<file path="config.mk">
export PLATFORM = sky130hd
export DESIGN_NAME = zone_decoder_seq
export DESIGN_NICKNAME = d
export VERILOG_FILES = /design/src/rtl/zone_decoder_seq.sv
export SDC_FILE = /design/constraint.sdc
export NUM_CORES = 1
export LEC_CHECK = 0
export ABC_AREA = 1
export ABC_CLOCK_PERIOD_IN_PS = 4300
export CORE_MARGIN = 3
export CORE_UTILIZATION = 50
export DETAILED_ROUTE_END_ITERATION = 8
export PLACE_DENSITY = 0.83
export SLEW_MARGIN = 10
export SYNTH_ARGS = -nofsm -noshare
export SYNTH_HDL_FRONTEND = slang
export SYNTH_SLANG_ARGS = --single-unit
</file>
<file path="constraint.sdc">
create_clock -name clk -period 4.3 [get_ports clk]
set_input_delay 0.645 -clock clk [delete_from_list [all_inputs] [get_ports clk]]
set_output_delay 0.645 -clock clk [all_outputs]
set_load 0.02 [all_outputs]
</file>
<file path="src/rtl/zone_decoder_seq.sv">
// Registered N-to-2^N zone decoder (one-hot or thermometer) with host load and a dwell-timed scan sequencer.
// Optional ZONE_DECODER_SKIP_MASK_EN adds a skip_mask input that removes zones from the scan.
module zone_decoder_seq #(
  parameter int SEL_W = 4,
  parameter int DWELL = 4,
  parameter int SCAN_LOOP = 0,
  localparam int OUT_W = 2**SEL_W
) (
  input  logic             clk,
  input  logic             rst_n,
  input  logic             en,
  input  logic             mode_therm,
  input  logic             sel_valid,
  input  logic [SEL_W-1:0] sel,
  input  logic             scan_start,
  input  logic             scan_stop,
`ifdef ZONE_DECODER_SKIP_MASK_EN
  input  logic [OUT_W-1:0] skip_mask,
`endif
  output logic [OUT_W-1:0] out,
  output logic [SEL_W-1:0] cur_sel,
  output logic             scanning,
  output logic             scan_done
);

  localparam int CNT_W = (DWELL > 1) ? $clog2(DWELL) : 1;
  localparam logic [CNT_W-1:0] CNT_LAST = CNT_W'(DWELL - 1);

  typedef enum logic {IDLE, SCAN} state_t;

  state_t             state, state_n;
  logic [CNT_W-1:0]   cnt, cnt_n;
  logic [SEL_W-1:0]   sel_n;
  logic [OUT_W-1:0]   out_n;
  logic               done_n;
  logic [OUT_W-1:0]   mask;
  logic [SEL_W:0]     first, nxt;

`ifdef ZONE_DECODER_SKIP_MASK_EN
  assign mask = skip_mask;
`else
  assign mask = '0;
`endif

  function automatic logic [OUT_W-1:0] decode(input logic [SEL_W-1:0] idx, input logic therm);
    logic [OUT_W-1:0] v;
    v = '0;
    for (int i = 0; i < OUT_W; i++)
      v[i] = therm ? (i <= int'(idx)) : (i == int'(idx));
    return v;
  endfunction

  // {found, index} of the lowest zone not skipped
  function automatic logic [SEL_W:0] first_free(input logic [OUT_W-1:0] m);
    logic [SEL_W:0] r;
    r = '0;
    for (int i = OUT_W - 1; i >= 0; i--)
      if (!m[i]) r = {1'b1, SEL_W'(i)};
    return r;
  endfunction

  // {found, index} of the lowest unskipped zone strictly above idx
  function automatic logic [SEL_W:0] next_free(input logic [OUT_W-1:0] m, input logic [SEL_W-1:0] idx);
    logic [SEL_W:0] r;
    r = '0;
    for (int i = OUT_W - 1; i >= 0; i--)
      if (!m[i] && (i > int'(idx))) r = {1'b1, SEL_W'(i)};
    return r;
  endfunction

  always_comb begin
    state_n = state;
    sel_n   = cur_sel;
    cnt_n   = cnt;
    done_n  = 1'b0;
    first   = first_free(mask);
    nxt     = next_free(mask, cur_sel);
    case (state)
      IDLE: begin
        if (scan_start) begin
          if (first[SEL_W]) begin
            state_n = SCAN;
            sel_n   = first[SEL_W-1:0];
            cnt_n   = '0;
          end else begin
            done_n = 1'b1;
          end
        end else if (sel_valid) begin
          sel_n = sel;
        end
      end
      SCAN: begin
        if (scan_stop) begin
          state_n = IDLE;
          cnt_n   = '0;
        end else if (cnt == CNT_LAST) begin
          cnt_n = '0;
          if (nxt[SEL_W]) begin
            sel_n = nxt[SEL_W-1:0];
          end else begin
            done_n = 1'b1;
            if (SCAN_LOOP != 0) begin
              sel_n = first[SEL_W-1:0];
            end else begin
              state_n = IDLE;
              sel_n   = '0;
            end
          end
        end else begin
          cnt_n = cnt + 1'b1;
        end
      end
      default: state_n = IDLE;
    endcase
    // decode from the next index so out and cur_sel move on the same edge
    out_n = en ? decode(sel_n, mode_therm) : '0;
  end

  always_ff @(posedge clk or negedge rst_n) begin
    if (!rst_n) begin
      state     <= IDLE;
      cur_sel   <= '0;
      cnt       <= '0;
      out       <= '0;
      scan_done <= 1'b0;
    end else begin
      state     <= state_n;
      cur_sel   <= sel_n;
      cnt       <= cnt_n;
      out       <= out_n;
      scan_done <= done_n;
    end
  end

  assign scanning = (state == SCAN);

endmodule

</file>
* After elaboration in Yosys (flattened, before gate mapping) *
Index checks and enable logic that the tools add are counted.

storage, ports and cells
  register bits after elaboration = 24

cells by class
  eq/ne operators = 17
  add/subtract/negate cells = 1
  multiplexer cells = 51
  $lt $le $gt $ge = 30
  bitwise gates (word level) = 1
  reductions and logical operators = 1

operators with widths
  kind                                                          number
  2-to-1 mux 5 bit                                              15
  == test 4 bit, first input constant                           8
  greater-than comparator 4 bit, first input constant           8
  <= comparator 4 bit, first input constant                     8
  2-to-1 mux 1 bit                                              23
  2-to-1 mux 4 bit                                              5
  == test 3 x 4 -> 1 bit, first input constant                  4
  greater-than comparator 3 x 4 -> 1 bit, first input constant  4
  <= comparator 3 x 4 -> 1 bit, first input constant            4
  2-to-1 mux 16 bit                                             1
  == test 2 x 4 -> 1 bit, first input constant                  2
  greater-than comparator 2 x 4 -> 1 bit, first input constant  2
  <= comparator 2 x 4 -> 1 bit, first input constant            2
  case mux 4 bit (2 select lines)                               1
  2-to-1 mux 2 bit                                              3
  == test 1 x 4 -> 1 bit, first input constant                  1
  greater-than comparator 1 x 4 -> 1 bit, first input constant  1
  <= comparator 1 x 4 -> 1 bit, first input constant            1
  logical NOT 4 bit                                             1
  case mux 1 bit (2 select lines)                               2
  case mux 2 bit (2 select lines)                               1
  adder 2 x 1 -> 2 bit, second input constant                   1
  == test 2 bit, second input constant                          1
  != test 2 bit, second input constant                          1
  inverter 1 bit                                                1

* Depth between registers and ports, before layout *
  depth after elaboration = 23
  gate-level depth with buffers = 12
  gate-level depth less buffers = 12

* Worst setup path after synthesis *
OpenSTA, ideal clock, no wires.

  path kind = input -> register
  start = input port scan_stop
  end = register out[0]
  setup slack = 2.747 ns
  data required time = 4.171 ns
  setup time = 0.129 ns
  stages on the path = 8
  data arrival time = 1.424 ns
  path through = inv_1 -> nand3_1 -> nand2_1 -> nand3_1 -> nand2_2 -> nor2_1 -> o21ai_0 -> a21oi_1

between the ends
  word-level cells in the longest chain between the ends = 5

ends and longest elaborated chain
  item                             line  RTL
  from (decl)                      16    input logic scan_stop,
  2-to-1 mux 4 bit                 93    if (scan_stop) begin
  case mux 4 bit (2 select lines)  78    case (state)
  via sel_n[1]                     33    logic [SEL_W-1:0] sel_n;
  logical NOT 4 bit                49    v[i] = therm ? (i <= int'(idx)) : (i == int'(idx));
  2-to-1 mux 1 bit                 49
  2-to-1 mux 16 bit                116   out_n = en ? decode(sel_n, mode_therm) : '0;
  via out_n[0]                     34    logic [OUT_W-1:0] out_n;
  to (signal assigned)             130   out <= out_n;
  to (decl)                        20    output logic [OUT_W-1:0] out,

The timed path passes the listed nets, and every way through them passes these cells.
A chain may end at the register's enable or synchronous reset.

* Worst setup path after layout *
  start = register state (netlist: scanning)
  end = output port scanning

RTL lines
  item                    line  RTL
  from (decl)             31    state_t state, state_n;
  from (signal assigned)  127   state <= state_n;
  to (decl)               22    output logic scanning,

No word-level cell between the ends.

==> impl_results.md <==
- Core Region: 2250 um^2
- CP delay by family, top: buffers and inverters
- CTS tree: yes
- Vias: 1,111
- Clock Tree Buf Depth: 2
- Largest net degree at the start of global routing: 25
- Synth area leaders: dfrtp_1 (50%), nand2_1 (11%), nor2_1 (5.9%)
- R2R Setup Slk: 2490 ps
- Slowest-stage cell, CP: clkdlybuf4s50_1
- First-pass GRT wire length: 4550 um
- Synth cell count leaders: nand2_1 (35), dfrtp_1 (24), nor2_1 (19)
- Total Wirelength: 2730 um
- # fillers: 176
- HP Class: flip-flop to flip-flop
- GRT overflow: 0
- Hold WS: 508 ps
- Power Total: 0.579 mW
- DR vias/cell: 5.32
- Hold Crit Endpoint: cnt[0]
- Diode count: 0
- Internal cell power: 0.376 mW
- Reg2reg end: out[7]
- Slew @ Worst Pin: 993 ps
- Wire per inst: 13.1 um
- Final Cycle Share: 0.510
- Drt drc: 0
- Root Buffer: clkbuf_4
- Post-synthesis sequential area ratio: 0.497
- Hold Path Stages: 1
- Final nets: 194
- Worst setup SP type: flip-flop
- Row cnt: 17
- Most common cell in the netlist: nand2_1
- Setup crit end kind: output port
- Worst skew pair latency: 310 ps
- Hpwl dp: 2060 um
- Setup TNS Final: 0 ps
- Switching share of power: 0.350
- Cells after Synth: 146
- Die ar.: 3040 um^2
- Pwr dens: 363 nW/um^2
- Die X: 55.2 um
- Post_cts resized: 0
- Final setup fails: 0
- Area delta synth->final: 32.0%
- Share of layout cells above drive strength 1: 0.122
- Antenna viol nets, final: 0
- Async set-or-reset flop fraction in the synthesized netlist: 1.00
- Syn nets: 158
- Number of CTS-inserted buffers: 3
- GRT Util Overall: 0.210
- Initial Util: 0.536
- Max-cap violations: 0
- Setup bufs post-CTS: 0
- Mux cell area share after synthesis: 0
- WP buf/inv: 1
- Xor and xnor area share after synthesis: 0
- # IOs: 33
- Pre-antenna DRT Iters: 4
- Worst-path maximum fanout: 8
- Cell count along the critical path: 1
- Clk slew on worst S/H paths: 130 ps
- Area leader, netlist: dfrtp_1
- Pleak: 0.770 nW
- Worst path cell trace: clkdlybuf4s50_1
- Normalized max-slew margin: 0.336
- Max VDD drop: 0.249 mV
- Final Skew: 7.39 ps
- Combinational share of power: 0.342
- Required time at the worst-slack endpoint: 3650 ps
- Reg power frac: 0.455
- Slew Limit Fails: 0
- # H-tree levels: 1
- Min-Delay Startpoint: cnt[0]
- GP Congestion: 0.935
- Initial antenna violation count: 0
- Clk pwr share: 0.203
- Cell Area, Synth: 1210 um^2
- Tmin final: 2190 ps
- Yosys cell types: 23
- Yosys reg bits: 24
- DR iter-0 viols: 28
- Worst setup path class: flip-flop to output port
- CP startpoint: scanning
- Simple-gate share of the synthesized area: 0.313
- Status: complete, no violations
- Yosys warns: 0
- Origin of the critical flop-to-flop path: cnt[0]
- EDFF count, synth: 0
- Fin. Hold Viols: 0
- Vias in the first global route: 1,073
- Synth Area in Compound Gates: 0.120
- Adder-cell share of the synthesized area: 0.0104
- Syn_area_per_cell: 8.28 um^2
- Psw: 0.203 mW
- Die Y: 55.2 um
- RSZ-0062 raised after global routing: no
- Largest family of logic cells by synthesized area: simple AND/OR/NAND/NOR gates
- Primary FF master, synth: dfrtp_1
- R2r worst-path depth: 10
- Fmax: 456 MHz
- CTS sink count: 24
- Synth top area share: 0.497
- Worst path arrival time: 1550 ps
- Slowest stage delay, CP: 670 ps
- IO Port Bufs: 32
- CTS hold repair buffers: 0
## layout by cell type (no fill, tap or decap), types with 2 or more instances in the layout
master | netlist | routed
o21ai_0 | 4 | 4
nand2_4 | 3 | 3
inv_2 | 4 | 4
nor3_1 | 4 | 4
nand3_1 | 11 | 11
nor2_4 | 2 | 2
dfrtp_1 | 24 | 24
nand2_2 | 6 | 6
a21oi_1 | 8 | 8
clkbuf_4 | 0 | 3
o211ai_1 | 2 | 2
nor2_1 | 19 | 19
nand2_1 | 35 | 35
inv_1 | 14 | 14
clkdlybuf4s50_1 | 0 | 32
## power by group through the flow
stage | combinational, mW | clock, mW | sequential, mW
2_1_floorplan | 0.0937 | 0 | 0.292
3_3_place_gp | 0.193 | 0 | 0.268
3_5_place_dp | 0.195 | 0 | 0.268
5_1_grt | 0.218 | 0.128 | 0.267
6_report | 0.198 | 0.117 | 0.264
4_1_cts | 0.197 | 0.119 | 0.264
## through the flow
step | utilization | cells | instance area (um^2) | setup slack (ps)
finish | 0.708 | 209 | 1600 | 2110
global route | 0.708 | 209 | 1600 | 2030
CTS | 0.708 | 209 | 1600 | 2100
detailed placement | 0.691 | 205 | 1560 | 2070
global placement | 0.691 | 205 | 1560 | 2080
floorplan | - | 146 | 1210 | 2750
## area by class of cell
type	count	area [um^2]	share of cell area
clock buffers	4	36.3	0.0227
inverters	18	67.6	0.0424
multi-input cells	103	536	0.336
flip-flops and latches	24	601	0.376
well taps	28	35.0	0.0220
repair buffers	32	320	0.201
## how the worst max path moves through the flow
stage	end
global placement	out[2]
floorplan	out[0]
CTS	scanning
finish	scanning
global route	scanning
detailed placement	out[2]
## state kept, by name, summed over array words and instances (netlist names)
name and cells:
cnt 2, cur_sel 4, out 16, scan_done 1
scanning 1
## metal layers
metal	track usage	vias to the layer above	wire, um
li1	-	544	-
met1	0.253	506	1190
met2	0.364	54	1300
met3	0.0349	7	196
met4	0.0972	0	43
met5	0	-	0
## cell families (layout without fill, tap and decap cells)
kind of cell	Yosys count	in the layout
buf+inv	19	54
fa+ha+maj	1	1
simple gates	81	81
compound gates	21	21
flops	24	24
No activity file was read; power rests on OpenSTA's default activity.
